## src/rtl/note_fetch_scheduler.sv

```systemverilog
// Sequences one shared song_rom port to fetch the five display-slot notes into a
// shadow bank, then commits the whole set atomically (optionally on a frame boundary).
module note_fetch_scheduler #(
    parameter int ADDR_W      = 6,
    parameter int DATA_W      = 16,
    parameter int ROM_LAT     = 1,
    parameter bit SYNC_COMMIT = 1'b1
) (
    input  logic              clk,
    input  logic              rst_n,
    input  logic [ADDR_W-1:0] current_addr,
    input  logic              frame_start,
    output logic [ADDR_W-1:0] rom_addr,
    input  logic [DATA_W-1:0] rom_dout,
    output logic [5:0]        note_p2,
    output logic [5:0]        note_p1,
    output logic [5:0]        note_curr,
    output logic [5:0]        note_n1,
    output logic [5:0]        note_n2,
    output logic              notes_valid,
    output logic              notes_updated,
    output logic              busy
);

    localparam int         NSLOT      = 5;
    localparam logic [3:0] FETCH_LAST = 4'(NSLOT - 1 + ROM_LAT);

    typedef enum logic [1:0] {IDLE, FETCH, WAIT_FRAME, COMMIT} state_t;

    state_t             state;
    state_t             state_nx;
    logic [ADDR_W-1:0]  base;
    logic               pending;
    logic               fetch_req;
    logic [3:0]         fetch_cnt;
    logic               latch_en;
    logic               issue_en;
    logic               commit_en;
    logic [ROM_LAT-1:0] vld_p;
    logic [2:0]         idx_p [ROM_LAT];
    logic [5:0]         shadow [NSLOT];
    logic               unused_rom_bits;

    // Slot order is prev2, prev1, curr, next1, next2; base-1 holds the duration word.
    function automatic logic [ADDR_W-1:0] slot_addr(input logic [ADDR_W-1:0] b,
                                                    input logic [2:0]        k);
        case (k)
            3'd0:    slot_addr = b - ADDR_W'(3);
            3'd1:    slot_addr = b - ADDR_W'(2);
            3'd2:    slot_addr = b;
            3'd3:    slot_addr = b + ADDR_W'(1);
            default: slot_addr = b + ADDR_W'(2);
        endcase
    endfunction

    function automatic logic [5:0] note_field(input logic [DATA_W-1:0] d);
        note_field = d[14:9];
    endfunction

    assign fetch_req       = pending || (current_addr != base);
    assign unused_rom_bits = ^rom_dout;

    always_ff @(posedge clk or negedge rst_n) begin
        if (!rst_n) begin
            state <= IDLE;
        end else begin
            state <= state_nx;
        end
    end

    always_comb begin
        state_nx = state;
        case (state)
            IDLE:       if (fetch_req) state_nx = FETCH;
            FETCH:      if (fetch_cnt == FETCH_LAST) state_nx = SYNC_COMMIT ? WAIT_FRAME : COMMIT;
            WAIT_FRAME: if (frame_start) state_nx = COMMIT;
            COMMIT:     state_nx = IDLE;
            default:    state_nx = IDLE;
        endcase
    end

    always_comb begin
        busy      = 1'b0;
        latch_en  = 1'b0;
        issue_en  = 1'b0;
        commit_en = 1'b0;
        case (state)
            IDLE:       latch_en = fetch_req;
            FETCH: begin
                busy     = 1'b1;
                issue_en = (fetch_cnt < 4'(NSLOT));
            end
            WAIT_FRAME: busy = 1'b1;
            COMMIT:     commit_en = 1'b1;
            default:    busy = 1'b0;
        endcase
    end

    // Change tracking: a latch consumes the request; any later mismatch re-arms it.
    always_ff @(posedge clk or negedge rst_n) begin
        if (!rst_n) begin
            pending   <= 1'b1;
            base      <= '0;
            fetch_cnt <= '0;
        end else begin
            if (latch_en) begin
                pending <= 1'b0;
                base    <= current_addr;
            end else if (current_addr != base) begin
                pending <= 1'b1;
            end
            if (latch_en) begin
                fetch_cnt <= '0;
            end else if (state == FETCH) begin
                fetch_cnt <= fetch_cnt + 4'd1;
            end
        end
    end

    // Issue stage p0: address register plus slot tag that tracks the ROM latency.
    always_ff @(posedge clk or negedge rst_n) begin
        if (!rst_n) begin
            rom_addr <= '0;
            vld_p    <= '0;
            for (int i = 0; i < ROM_LAT; i++) idx_p[i] <= '0;
        end else begin
            if (issue_en) rom_addr <= slot_addr(base, fetch_cnt[2:0]);
            for (int i = ROM_LAT - 1; i > 0; i--) begin
                vld_p[i] <= vld_p[i-1];
                idx_p[i] <= idx_p[i-1];
            end
            vld_p[0] <= issue_en;
            idx_p[0] <= fetch_cnt[2:0];
        end
    end

    // Capture stage: tag reaches the tail exactly when rom_dout holds that slot.
    always_ff @(posedge clk or negedge rst_n) begin
        if (!rst_n) begin
            for (int i = 0; i < NSLOT; i++) shadow[i] <= '0;
        end else if (vld_p[ROM_LAT-1]) begin
            shadow[idx_p[ROM_LAT-1]] <= note_field(rom_dout);
        end
    end

    // Commit stage: all five visible notes move together on one edge.
    always_ff @(posedge clk or negedge rst_n) begin
        if (!rst_n) begin
            note_p2       <= '0;
            note_p1       <= '0;
            note_curr     <= '0;
            note_n1       <= '0;
            note_n2       <= '0;
            notes_valid   <= 1'b0;
            notes_updated <= 1'b0;
        end else begin
            if (commit_en) begin
                note_p2   <= shadow[0];
                note_p1   <= shadow[1];
                note_curr <= shadow[2];
                note_n1   <= shadow[3];
                note_n2   <= shadow[4];
            end
            notes_updated <= commit_en;
            notes_valid   <= notes_valid | commit_en;
        end
    end

endmodule
```

## config.mk

```make
export PLATFORM = sky130hd
export DESIGN_NAME = note_fetch_scheduler
export DESIGN_NICKNAME = d
export VERILOG_FILES = /design/src/rtl/note_fetch_scheduler.sv
export SDC_FILE = /design/constraint.sdc
export NUM_CORES = 1
export LEC_CHECK = 0
export BUFFER_PORTS_ARGS = -buffer_cell sky130_fd_sc_hd__buf_2
export CAP_MARGIN = 0
export CORE_AREA = 2 2 126 128
export CTS_BUF_LIST = sky130_fd_sc_hd__clkbuf_4 sky130_fd_sc_hd__clkbuf_8 sky130_fd_sc_hd__clkbuf_16
export DETAILED_ROUTE_END_ITERATION = 16
export DIE_AREA = 0 0 128 130
export GPL_TIMING_DRIVEN = 0
export PLACE_DENSITY = 0.39
export SYNTH_ARGS = -nofsm -noshare
export SYNTH_HDL_FRONTEND = slang
export SYNTH_SLANG_ARGS = --single-unit
```

## constraint.sdc

```tcl
create_clock -name clk -period 2.2 [get_ports clk]
set_input_delay 0.11 -clock clk [delete_from_list [all_inputs] [get_ports clk]]
set_output_delay 0.11 -clock clk [all_outputs]
set_load 0.01 [all_outputs]
```

==> impl_metrics.csv <==
group,metric,value,unit
worst_setup_path,path_cells,"inv_4, ha_4, nand2_2, fa_2, nand2b_4, a21oi_2, xnor2_2, mux2i_1, a41oi_1",
clocking,clk_latency,0.34,ns
synthesis,postSynthAreaPerCell,13.4,sq um
worst_setup_path,cp.required,2.38,ns
worst_setup_path,start_kind,"flip-flop",
placed_design,post-place-cells,526,
synthesis,synth_seq_area_share,56.6,%
drt,vias,2364,
clocking,htreeDepth,3,
placed_design,place_ws,-0.102,ns
pwr,power_switching,2.72,mW
sta,maxSlewViolCount,0,
global_routing,grt_use_total,10.5,%
floorplanning,ioPinCount,64,
clocking,cts_buffer_depth,2,
finish,final_cell_count_no_fill,548,
pwr,pwr-share-seq,36.9,%
sta,fin_ws,0.117,ns
min_path,hold_class,"in -> reg",
clocking,cts-root-buf,"clkbuf_16",
synthesis,syn_inst,280,
global_routing,grt_max_degree,56,
synthesis,yosys_register_bits,85,
drt,viasPerCell,4.31,
synthesis,synth-simple-area-share,6.55,%
finish,final_cell_mix,"dfrtp_1 (81), mux2_2 (64), buf_2 (52)",
placed_design,port_buffers,53,
clocking,cts_inserted_buffers,9,
global_routing,grt_pass1_wl,13.0,mm
drt,routed_wl,8.12,mm
placed_design,gp_congestion,0.684,
drt,dr.pass1.iters,4,
sta,fin_worst_skew,0.00744,ns
finish,nNetsFinal,395,
clocking,clk_pin_slew,0.06,ns
pwr,vdd_drop_max,614,uV
worst_setup_path,cp-end-kind,"flip-flop",
floorplanning,core.rowCount,46,
pwr,power_density,1640,nW/um^2
global_routing,grt_pass1_vias,2409,
sta,worstMarginPinSlew,1.05,ns
sta,finalCriticalPeriod,2.08,ns
placed_design,dpl_cell_area,4300,sq um
floorplanning,dieArea,16600,sq um
global_routing,grt_overflow_total,0,
finish,antenna_cells,0,
finish,final_common_cell,"dfrtp_1",
drt,wl_per_cell,14.8,um
pwr,pwr-share-comb,43.4,%
synthesis,synthAdderAreaFrac,6.19,%
sta,setup_violations,0,
floorplanning,initial_core_util,24.4,%
drt,drc,0,
synthesis,syn_nets,323,
worst_setup_path,cp_top_family,"adder cells",
synthesis,synthMuxAreaShare,20.1,%
pwr,leakagePower,2.08,nW
sta,relSlewSlack,29.5,%
synthesis,synth_cell_types,35,
sta,fin_crit_sh,94.7,%
floorplanning,coreArea,15400,sq um
synthesis,netlist.area_leader.share,55.9,%
worst_setup_path,slowest_delay,0.45,ns
synthesis,synth-compound-area-share,4.89,%
worst_setup_path,cp_max_fo,5,
synthesis,synth_top_family_by_area,"multiplexers",
pwr,p_int,5.06,mW
pwr,netSwitchingFraction,35.0,%
worst_setup_path,crit_slowest_cell,"dfrtp_2",
synthesis,syn_area,3760,sq um
floorplanning,fp.dieW,128,um
worst_setup_path,worstPathArrival,2.26,ns
synthesis,synth_xor_area_share,3.72,%
synthesis,yosysWarningCount,0,
clocking,clock-sinks,85,
sta,final-hold-violation-count,0,
clocking,cts_tree,"yes",
run,maxCapViolCount,0,
drt,ant_nets,0,
run_status,status,"finished clean",
global_routing,antenna_found_initial,0,
placed_design,post-dp-hpwl,5.87,mm
finish,area_growth,26.1,%
synthesis,yosys.area.top_type,"dfrtp_1",
pwr,finalPower,7.79,mW
drt,drtIter0Drc,77,
pwr,clkPwrFrac,19.7,%
finish,design_area,4740,sq um
finish,drive_gt1_share,46.6,%
synthesis,netlist_top_cells_area,"dfrtp_1 (56%), mux2_2 (19%), ha_1 (5.7%)",
finish,fin_util,30.8,%
floorplanning,die_y,130,um
sta,fmax,480,MHz
worst_setup_path,crit_buf_inv,1,
worst_setup_path,critPathKind,"reg -> reg",
## through the flow
step | hold slack (ns) | setup TNS [ns]
final | 0.0151 | 0
after global routing | 0.00870 | -0.00474
after CTS | 0.00290 | 0
after detailed placement | 0.0872 | -0.155
after global placement | 0.353 | -0.143
after floorplan | -0.186 | 0
## routing by layer
layer / global-route usage (%) / share of wire (%)
met1: 12.8 / 44
met2: 17.4 / 49
met3: 3.73 / 4.7
met4: 3.43 / 1.7
met5: 0 / 0
## area by class of cell
class / instances / area (sq um)
tap: 192 / 240
inverter: 13 / 51.3
sequential: 85 / 2130
buffer: 7 / 27.5
clock buffer: 11 / 246
timing repair buffer: 61 / 350
clock inverter: 4 / 56.3
multi-input combinational: 175 / 1640
fill: 1599 / 10700
## power by group through the flow
stage	clock network [mW]	registers (mW)	logic, mW
after floorplan	0	2.92	2.16
after global placement	0	2.88	3.13
after detailed placement	0	2.90	3.21
after CTS	1.61	2.88	3.26
after global routing	1.68	3.00	3.75
final	1.53	2.87	3.38
## synth_stat cells
master     n
nand2b_1   2
nand4_1    1
mux2i_1    2
a21o_1     3
a41oi_1    1
nor3_1     5
a211oi_1   1
nor2_1    18
nor3b_2    2
nand3_1    1
ha_1      17
a31oi_1    1
xnor2_1    6
xor2_1    10
buf_1      3
o32a_1     1
or4_4      1
nor2b_1    2
dfstp_2    1
dfrtp_1   84
mux2_2    64
nor4_4     1
o21ai_0    7
a221oi_1   3
a21oi_1    8
mux2_4     1
o211a_1    2
or2_2      1
inv_1     13
o211ai_1   1
nand3b_1   1
fa_1       1
clkbuf_1   4
nand2_1   10
nand4b_1   1
## worst min-delay path, stage by stage
cell and delay, ns:
buf_2 0.09, nand2_1 0.05, o21ai_0 0.06
## state kept, by name, summed over array words and instances, names as in the netlist, 4 cells and up
register   count
fetch_cnt      4
note_curr      6
shadow        30
note_n2        6
rom_addr       6
note_p1        6
base           6
note_n1        6
note_p2        6
## cells by family (layout without fill, tap and decap cells)
logic type	count (synthesis)	after routing
adders and majority gates	18	18
DFF	85	85
and+or+nand+nor	46	46
buffers and inverters	20	96
muxes	67	67
xor gates and xnor gates	16	16
AOI/OAI and AO/OA	28	28
## path summary, 6_finish.rpt
kind | cells past startpoint | slack, ns | to | from
worst max register to register | 9 | 0.12 | rom_addr[5] | fetch_cnt[1]
worst min-delay path | 3 | 0.02 | base[2] | current_addr[2]
max in group asynchronous | 3 | 1.32 | rom_addr[5] | rst_n
worst max-delay path | 9 | 0.12 | rom_addr[5] | fetch_cnt[1]
min in group asynchronous | 2 | 0.26 | note_n1[4] | rst_n
worst min register to register | 1 | 0.47 | notes_valid | notes_valid
## repair_timing
action                                 CTS  global route
gates resized for setup                  8            14
hold buffers                             1             0
setup endpoints to repair                3             3
endpoints found under the hold margin   29             0
gates cloned                             0             0
pin swaps                                0             4
setup buffers                            0             6
Power figures use the tool's default switching activity.
